**src/rtl/ioctl_pkg.sv**
```systemverilog
`default_nettype none
// ============================================================================
// ioctl_pkg : shared ioctl index constants, upload FSM state type and
//             upload reply words.
// Rev 1.0
// ============================================================================
package ioctl_pkg;

  // ioctl_index values shared with the download path
  localparam logic [7:0] IDX_ROM   = 8'd0;
  localparam logic [7:0] IDX_DIP   = 8'd254;
  localparam logic [7:0] IDX_NVRAM = 8'd4;

  localparam logic [15:0] OOR_WORD = 16'hFFFF;
  localparam logic [7:0]  CSUM_TAG = 8'hA5;

  typedef enum logic [2:0] {
    ST_IDLE  = 3'd0,
    ST_RD_LO = 3'd1,
    ST_WT_LO = 3'd2,
    ST_RD_HI = 3'd3,
    ST_WT_HI = 3'd4
  } upl_state_t;

  // Save-integrity trailer: tag byte on top, inverted running sum below
  function automatic logic [15:0] csum_word(input logic [7:0] sum);
    return {CSUM_TAG, ~sum};
  endfunction

endpackage
`default_nettype wire

```
**src/rtl/ioctl_lat_counter.sv**
```systemverilog
`default_nettype none
// ============================================================================
// ioctl_lat_counter : down-counter covering the RAM read latency of one
//                     byte phase; done is high on the cycle read data is valid.
// Rev 1.0
// ============================================================================
module ioctl_lat_counter #(
  parameter int LATENCY = 1
) (
  input  logic clk_sys,
  input  logic reset_n,
  input  logic load,
  output logic done
);

  localparam logic [1:0] c_init = 2'(LATENCY - 1);

  logic [1:0] r_cnt;

  always_ff @(posedge clk_sys) begin
    if (!reset_n) begin
      r_cnt <= 2'd0;
    end else if (load) begin
      r_cnt <= c_init;
    end else if (r_cnt != 2'd0) begin
      r_cnt <= r_cnt - 2'd1;
    end
  end

  assign done = (r_cnt == 2'd0);

endmodule
`default_nettype wire

```
**src/rtl/ioctl_upload_reader.sv**
```systemverilog
`default_nettype none
// ============================================================================
// ioctl_upload_reader : answers hps_io upload reads by fetching two bytes from
//                       the core RAM read port and packing them into a word.
// Optional: UPLOAD_CHECKSUM_EN adds a checksum trailer word at ioctl_addr==SIZE.
// Rev 1.0
// ============================================================================
module ioctl_upload_reader
  import ioctl_pkg::*;
#(
  parameter int         AW           = 12,
  parameter int         SIZE         = 4096,
  parameter int         RAM_LATENCY  = 1,
  parameter logic [7:0] UPLOAD_INDEX = IDX_NVRAM
) (
  input  logic          clk_sys,
  input  logic          reset_n,
  input  logic          ioctl_upload,
  input  logic [7:0]    ioctl_index,
  input  logic          ioctl_rd,
  input  logic [26:0]   ioctl_addr,
  output logic [15:0]   ioctl_din,
  output logic          ioctl_wait,
  output logic [AW-1:0] ram_addr,
  output logic          ram_rd,
  input  logic [7:0]    ram_dout,
  output logic          busy
);

  localparam logic [26:0] c_size = 27'(SIZE);

  upl_state_t    r_state;
  upl_state_t    w_state_nxt;
  // Word index of the fetch; the byte base is always even
  logic [AW-2:0] r_word;
  logic [AW-2:0] w_word_nxt;
  logic [7:0]    r_lo;
  logic [7:0]    w_lo_nxt;
  logic [15:0]   w_din_nxt;
  logic [15:0]   w_oor_word;
  logic [AW-1:0] w_ram_addr_nxt;
  logic          w_wait_nxt;
  logic          w_ram_rd_nxt;
  logic          w_active;
  logic          w_in_range;
  logic          w_lat_load;
  logic          w_lat_done;

  assign w_active   = ioctl_upload && (ioctl_index == UPLOAD_INDEX);
  assign w_in_range = (ioctl_addr < c_size);
  assign busy       = (r_state != ST_IDLE);

  ioctl_lat_counter #(
    .LATENCY (RAM_LATENCY)
  ) u_lat (
    .clk_sys (clk_sys),
    .reset_n (reset_n),
    .load    (w_lat_load),
    .done    (w_lat_done)
  );

`ifdef UPLOAD_CHECKSUM_EN
  logic [7:0] r_sum;
  logic       r_upload_d;
  logic       w_fetch_done;

  assign w_fetch_done = (r_state == ST_WT_HI) && w_active && w_lat_done;

  always_ff @(posedge clk_sys) begin
    if (!reset_n) begin
      r_sum      <= 8'd0;
      r_upload_d <= 1'b0;
    end else begin
      r_upload_d <= ioctl_upload;
      if (ioctl_upload && !r_upload_d) begin
        r_sum <= 8'd0;
      end else if (w_fetch_done) begin
        r_sum <= r_sum + r_lo + ram_dout;
      end
    end
  end

  assign w_oor_word = (ioctl_addr == c_size) ? csum_word(r_sum) : OOR_WORD;
`else
  assign w_oor_word = OOR_WORD;
`endif

  always_ff @(posedge clk_sys) begin
    if (!reset_n) begin
      r_state    <= ST_IDLE;
      r_word     <= '0;
      r_lo       <= 8'd0;
      ioctl_din  <= 16'h0000;
      ioctl_wait <= 1'b0;
      ram_addr   <= '0;
      ram_rd     <= 1'b0;
    end else begin
      r_state    <= w_state_nxt;
      r_word     <= w_word_nxt;
      r_lo       <= w_lo_nxt;
      ioctl_din  <= w_din_nxt;
      ioctl_wait <= w_wait_nxt;
      ram_addr   <= w_ram_addr_nxt;
      ram_rd     <= w_ram_rd_nxt;
    end
  end

  always_comb begin
    w_state_nxt    = r_state;
    w_word_nxt     = r_word;
    w_lo_nxt       = r_lo;
    w_din_nxt      = ioctl_din;
    w_wait_nxt     = ioctl_wait;
    w_ram_addr_nxt = ram_addr;
    w_ram_rd_nxt   = 1'b0;
    w_lat_load     = 1'b0;

    // Losing the session or the index mid-fetch drops the word silently
    if ((r_state != ST_IDLE) && !w_active) begin
      w_state_nxt = ST_IDLE;
      w_wait_nxt  = 1'b0;
    end else begin
      case (r_state)
        ST_IDLE: begin
          if (ioctl_rd && w_active) begin
            if (w_in_range) begin
              w_word_nxt     = ioctl_addr[AW-1:1];
              w_ram_addr_nxt = {ioctl_addr[AW-1:1], 1'b0};
              w_ram_rd_nxt   = 1'b1;
              w_wait_nxt     = 1'b1;
              w_state_nxt    = ST_RD_LO;
            end else begin
              w_din_nxt = w_oor_word;
            end
          end
        end
        ST_RD_LO: begin
          w_lat_load  = 1'b1;
          w_state_nxt = ST_WT_LO;
        end
        ST_WT_LO: begin
          if (w_lat_done) begin
            w_lo_nxt       = ram_dout;
            w_ram_addr_nxt = {r_word, 1'b1};
            w_ram_rd_nxt   = 1'b1;
            w_state_nxt    = ST_RD_HI;
          end
        end
        ST_RD_HI: begin
          w_lat_load  = 1'b1;
          w_state_nxt = ST_WT_HI;
        end
        ST_WT_HI: begin
          if (w_lat_done) begin
            w_din_nxt   = {ram_dout, r_lo};
            w_wait_nxt  = 1'b0;
            w_state_nxt = ST_IDLE;
          end
        end
        default: begin
          w_state_nxt = ST_IDLE;
          w_wait_nxt  = 1'b0;
        end
      endcase
    end
  end

endmodule
`default_nettype wire

```
**config.mk**
```make
export PLATFORM = sky130hd
export DESIGN_NAME = ioctl_upload_reader
export DESIGN_NICKNAME = d
export VERILOG_FILES = /design/src/rtl/ioctl_pkg.sv /design/src/rtl/ioctl_lat_counter.sv /design/src/rtl/ioctl_upload_reader.sv
export SDC_FILE = /design/constraint.sdc
export NUM_CORES = 1
export LEC_CHECK = 0
export ABC_CLOCK_PERIOD_IN_PS = 2200
export CORE_ASPECT_RATIO = 1.25
export CORE_UTILIZATION = 46
export CTS_CLUSTER_DIAMETER = 100
export CTS_CLUSTER_SIZE = 40
export DETAILED_ROUTE_END_ITERATION = 10
export GPL_TIMING_DRIVEN = 0
export MAX_ROUTING_LAYER = met4
export PLACE_DENSITY = 0.79
export RECOVER_POWER = 25
export SLEW_MARGIN = 25
export SYNTH_ARGS = -nofsm -noshare
export SYNTH_HDL_FRONTEND = slang
export SYNTH_HIERARCHICAL = 1
export SYNTH_SLANG_ARGS = --single-unit
```
**constraint.sdc**
```tcl
create_clock -name clk_sys -period 2.2 [get_ports clk_sys]
set_input_delay 0.55 -clock clk_sys [delete_from_list [all_inputs] [get_ports clk_sys]]
set_output_delay 0.55 -clock clk_sys [all_outputs]
set_load 0.02 [all_outputs]
```
==> results of run 1 <==
-- repair_timing --
item	in CTS	in global routing
hold endpoints to repair	0	0
resized for setup	0	3
setup endpoints to repair	0	19
buffers inserted	0	4
-- worst min path at each step --
stage	from	slack (ns)	depth (start not counted)	to
2_1_floorplan	r_word[0]	0.45	2	r_word[0]
3_3_place_gp	ram_addr[9]	0.45	2	ram_addr[9]
3_5_place_dp	ram_addr[7]	0.45	2	ram_addr[7]
4_1_cts	ram_addr[7]	0.47	2	ram_addr[7]
5_1_grt	ram_addr[10]	0.49	2	ram_addr[10]
6_report	ram_addr[7]	0.47	2	ram_addr[7]
-- worst reg2reg max path, stage by stage (launching register included) --
cell,delay (ns)
dfxtp_1,0.33
inv_1,0.08
ha_1,0.30
nor4bb_1,0.28
nand4_1,0.14
clkbuf_2,0.27
o21a_4,0.20
buf_6,0.16
mux2i_1,0.13
-- layout make-up --
cell class	instances	area, µm²
fillers	434	1690
multi-input cells	163	1250
flip-flops and latches	54	1080
repair buffers	80	793
plain buffers	18	106
well taps	62	77.6
clock buffers	5	68.8
clock inverters	3	26.3
inverters	5	18.8
-- through the flow --
stage	setup slack [ns]	power, W	setup TNS, ns
finish	0.110	0.00183	0
global route	-0.0101	0.00190	-0.0156
CTS	0.0504	0.00184	0
detailed placement	-0.280	0.00126	-8.39
global placement	-0.258	0.00125	-7.18
floorplan	0.379	0.00114	0
-- synth_stat cells, types with 2 or more instances --
master	number	area share (%)
buf_6	5	2.3
nor3_1	2	0.41
nor4bb_1	3	1.2
nor4_2	3	1.5
o21ai_0	14	2.8
clkbuf_1	8	1.2
nor2_1	10	1.5
nor4b_1	2	0.71
and4_1	3	1.1
or2_2	2	0.51
nor3b_1	2	0.61
mux2_2	11	5.0
nand3_1	11	2.2
mux2i_1	19	7.7
dfxtp_1	54	44
o221a_1	10	4.6
a21oi_1	13	2.6
nand2_1	24	3.7
o221a_2	6	2.7
buf_2	3	0.61
nand4_1	5	1.3
nor2b_1	3	0.76
ha_1	2	1.0
nor3_2	2	0.81
inv_1	5	0.76
-- flip-flops by register name (all words and copies together) (netlist names) --
signal       count
ioctl_din       16
ram_addr        12
r_word          11
r_lo             8
r_state          3
u_lat/r_cnt      2
ioctl_wait       1
ram_rd           1
-- power by group --
part           internal (W)  leakage (nW)  switching (W)
Combinational      0.000130         0.870       0.000110
Sequential         0.000992         0.435     0.00000602
Clock              0.000235        0.0491       0.000354
Total               0.00136          1.35       0.000470
-- metal layers --
metal | up-vias | GRT usage [%]
li1 | 1064 | -
met5 | - | -
met4 | 0 | 4.26
met2 | 68 | 37.5
met3 | 7 | 4.23
met1 | 1023 | 28.9
-- logic make-up (layout without fill, tap and decap cells) --
group	count (synthesis)	in the layout	synth area share (%)
xor gates and xnor gates	2	2	0.713
muxes	30	30	12.8
adders and majority gates	2	2	1.02
and+or+nand+nor	78	78	19.4
DFF	54	54	44.0
buffers and inverters	23	111	5.34
AOI/OAI and AO/OA	51	51	16.8
==> impl_metrics.yaml, run 1 <==
run_status:
  outcome: "finished clean"
finish:
  nNetsFinal: 376
  n_antenna_cell: 0
  final_common_cell: "clkdlybuf4s50_1"
  fin_cells: 390
  final_cell_mix: "clkdlybuf4s50_1 (75), dfxtp_1 (54), nand2_1 (24)"
  areaGrowthSynthToFinish_pct: 39.3
  final_cell_area_mm2: 0.00342
  drive_above_1_share_pct: 16.2
  postLayoutCoreUtil_pct: 66.9
logic_synthesis:
  synth_edf_count: 0
  avgSynthCellArea_um2: 10.2
  ys_seq_area_share_pct: 44.0
  synth_cell_types: 43
  async_flop_share_pct: 0
  synth_area_mm2: 0.00246
  synthCells: 240
  syn-num-nets: 289
  yosysWarnings: 6
  synth-seq-cells: 54
  ys.flop_type: "dfxtp_1"
critical_path:
  cpMaxStageDelayCell: "clkdlybuf4s50_1"
  setup.worst_path.start_class: "primary input"
  critical_path_depth: 8
  r2r_slack_ns: 0.22
  timing.critical_path.to: "ram_addr[9]"
  path_buf_inv: 4
  cp-startpoint: "ioctl_index[4]"
  cpLargestDelayFamily: "buffers and inverters"
  critical_path_required_ns: 2.41
  worstPathCellList: "clkdlybuf4s50_1, nor4b_4, buf_4, nand4_1, clkbuf_2, o21a_4, buf_6, mux2i_1"
  path_max_fanout: 10
  reg2reg_depth: 8
  endpoint_kind: "register"
  path_class: "in -> reg"
  cp.arrival_ns: 2.30
  reg2reg_to: "ram_addr[9]"
  r2r_start: "u_lat/r_cnt[0]"
  critical-path-max-stage-delay_ns: 0.44
clocking:
  h-tree-depth: 2
  cts.sink_count: 54
  tritoncts: "yes"
  cts_root_buf: "clkbuf_8"
  cts_hold_buf: 0
  clk_pin_slew_ns: 0.10
  cts_buffers: 5
  clock_latency_ns: 0.32
  clock_path_buffers: 2
drt:
  met2_length_um: 3090
  drt_wl_total_um: 5990
  routed.top_layer: "met4"
  wl_per_cell_um: 15.4
  dr_wl_met3_um: 267
  wl_met1_um: 2570
  vias: 2162
  via_per_inst: 5.54
  drc: 0
  drt_pass1_iterations: 4
  ant_nets: 0
  first_iter_violations: 141
timing:
  relSlewSlack_pct: 58.4
  setup_viol: 0
  max_freq_mhz: 478
  hold_violations: 0
  fin_skew_ns: 0.0117
  fin_crit_sh_pct: 95.0
  worst_pin_slew_ns: 0.617
  period_needed_ns: 2.09
  slew_viol_final: 0
  hold_ws_ns: 0.466
placement:
  gp_congestion: 0.845
  place_area_mm2: 0.00330
  dp_hpwl_um: 4390
  portBuffers: 76
  dp.cells: 378
global_route:
  antenna_found_initial: 0
  grt_max_degree: 20
  grt_pass1_vias: 2034
  grt_pass1_wl_um: 9680
  grt_overflow_total: 0
  grt_usage_pct: 22.8
floorplanning:
  rows: 29
  core_area_mm2: 0.00512
  die_h_um: 83.7
  die_area_mm2: 0.00564
  start_util_pct: 48.1
  die_w_um: 67.4
  num_io_pins: 78
run:
  drv_cap: 0
worst_hold_path:
  hp-class: "reg -> reg"
power:
  p_per_area_mw_per_mm2: 533
  ir_drop_uv: 329
  p_leak_nw: 1.35
(Power assumes the default switching activity.)
==> inputs of run 2 (changes only) <==
- RECOVER_POWER: 25 -> not set
==> run 2 against run 1 <==
Net effect:
- clock power about the same
- wire length up 0.43%
- highest routed layer unchanged
- critical path type unchanged
- setup slack better by 0.016 ns
- core utilization up 0.12 points
- largest cell class unchanged
- total power about the same
- maximum frequency up 0.79%
==> impl_metrics.yaml, run 2 (same netlist as run 1, synthesis figures left out) <==
floorplanning:
  core_area_mm2: 0.00512
  start_util_pct: 48.1
  die_area_mm2: 0.00564
  die_h_um: 83.7
  num_io_pins: 78
  die_w_um: 67.4
  rows: 29
critical_path:
  path_class: "in -> reg"
  cpMaxStageDelayCell: "clkdlybuf4s50_1"
  path_max_fanout: 10
  worstPathCellList: "clkdlybuf4s50_1, nor4_2, and4_1, clkbuf_1, nand3_1, a21oi_1"
  critical-path-max-stage-delay_ns: 0.43
  critical_path_required_ns: 2.44
  setup.worst_path.start_class: "primary input"
  cp.arrival_ns: 2.32
  r2r_slack_ns: 0.34
  endpoint_kind: "register"
power:
  p_int_w: 0.00136
  p_leak_nw: 1.36
  ir_drop_uv: 330
  p_sw_share_pct: 25.8
  power_switching_w: 0.000471
  p_comb_share_pct: 13.1
  p_clk_share_pct: 32.3
  pwr-share-seq_pct: 54.6
  p_per_area_mw_per_mm2: 533
timing:
  setup_viol: 0
  max_freq_mhz: 482
  slew_viol_final: 0
  worst_pin_slew_ns: 0.618
  hold_ws_ns: 0.466
  hold_violations: 0
  relSlewSlack_pct: 58.4
  rsz0062_at_grt: "false"
  period_needed_ns: 2.07
  fin_crit_sh_pct: 94.3
  fin_skew_ns: 0.0121
clocking:
  cts_buffers: 5
  cts.sink_count: 54
  clock_path_buffers: 2
  h-tree-depth: 2
  tritoncts: "yes"
  cts_hold_buf: 0
  clock_latency_ns: 0.32
  clk_pin_slew_ns: 0.10
  cts_root_buf: "clkbuf_8"
finish:
  seqCellArea_mm2: 0.00108
  final_cell_mix: "clkdlybuf4s50_1 (75), dfxtp_1 (54), nand2_1 (24)"
  nNetsFinal: 376
  largest_reg_flops: 16
  largest-register: "ioctl_din"
  drive_above_1_share_pct: 16.2
  multiInputGateArea_mm2: 0.00125
  fin_cells: 390
  areaGrowthSynthToFinish_pct: 39.5
  n_antenna_cell: 0
  n_fill_cell: 432
  postLayoutCoreUtil_pct: 67.1
  final_common_cell: "clkdlybuf4s50_1"
  biggestRegsByFlops: "ioctl_din x16, ram_addr x12, r_word x11"
global_route:
  grt_pass1_wl_um: 9680
  grt_max_degree: 20
  grt_pass1_vias: 2034
  grt_overflow_total: 0
  grt_usage_pct: 22.8
  antenna_found_initial: 0
drt:
  wl_per_cell_um: 15.4
  drc: 0
  via_per_inst: 5.58
  vias: 2175
  first_iter_violations: 142
  drt_pass1_iterations: 4
  ant_nets: 0
  drt_wl_total_um: 6020
worst_hold_path:
  hp-class: "reg -> reg"
placement:
  gp_congestion: 0.845
  dp_hpwl_um: 4390
  portBuffers: 76
  dp.cells: 378
run_status:
  outcome: "finished clean"
run:
  drv_cap: 0
## run 2: cell count changes in the layout (fill, tap and decap cells not counted), sizes merged
cell,previous run,this run
clkbuf,14,13
buf,13,14
## run 2: through the flow
stage | worst slack (ns) | total power (W) | TNS, ns | cell area (µm²)
final | 0.126 | 0.00183 | 0 | 3430
after CTS | 0.0504 | 0.00184 | 0 | 3390
after global placement | -0.258 | 0.00125 | -7.18 | 3300
after global routing | 0.0200 | 0.00190 | 0 | 3430
after floorplan | 0.379 | 0.00114 | 0 | 2460
after detailed placement | -0.280 | 0.00126 | -8.39 | 3300
## run 2: what timing repair did
action | CTS | global route
setup buffers | 0 | 4
hold endpoints to repair | 0 | 0
setup endpoints to repair | 0 | 19
resized for setup | 0 | 3
## run 2: power groups by stage
stage | logic [W] | clock network [W] | registers [W]
finish | 0.000240 | 0.000590 | 0.000998
global route | 0.000262 | 0.000642 | 0.000999
CTS | 0.000240 | 0.000597 | 0.000998
detailed placement | 0.000237 | 0 | 0.00102
global placement | 0.000231 | 0 | 0.00102
floorplan | 0.000115 | 0 | 0.00102
## run 2: worst max-delay path, delay by kind of cell
family | cells | cell delay [ns]
buffers and inverters | 2 | 0.80
AOI/OAI and AO/OA | 1 | 0.17
and+or+nand+nor | 3 | 0.79
## run 2: layout make-up
cell class	count	area share, %
plain buffers	18	3.28
clock buffers	5	2.01
clock inverters	3	0.766
inverters	5	0.547
multi-input cells	163	36.5
flip-flops and latches	54	31.5
well taps	62	2.26
repair buffers	80	23.1
## run 2: worst paths after layout
kind             startpoint          end  cells after the start
max          ioctl_addr[25]   r_word[10]                      6
min             ram_addr[7]  ram_addr[7]                      2
max reg2reg      r_state[2]   r_word[10]                      6
min reg2reg     ram_addr[7]  ram_addr[7]                      2
## run 2: metal layers
| layer | vias to the layer above | wire [µm] | global-route usage [%] | share of wire [%] |
|---|---|---|---|---|
| met4 | 0 | 66 | 4.26 | 1.1 |
| met3 | 7 | 267 | 4.23 | 4.4 |
| li1 | 1064 | - | - | - |
| met5 | - | 0 | - | 0 |
| met1 | 1036 | 2570 | 28.9 | 43 |
| met2 | 68 | 3110 | 37.5 | 52 |
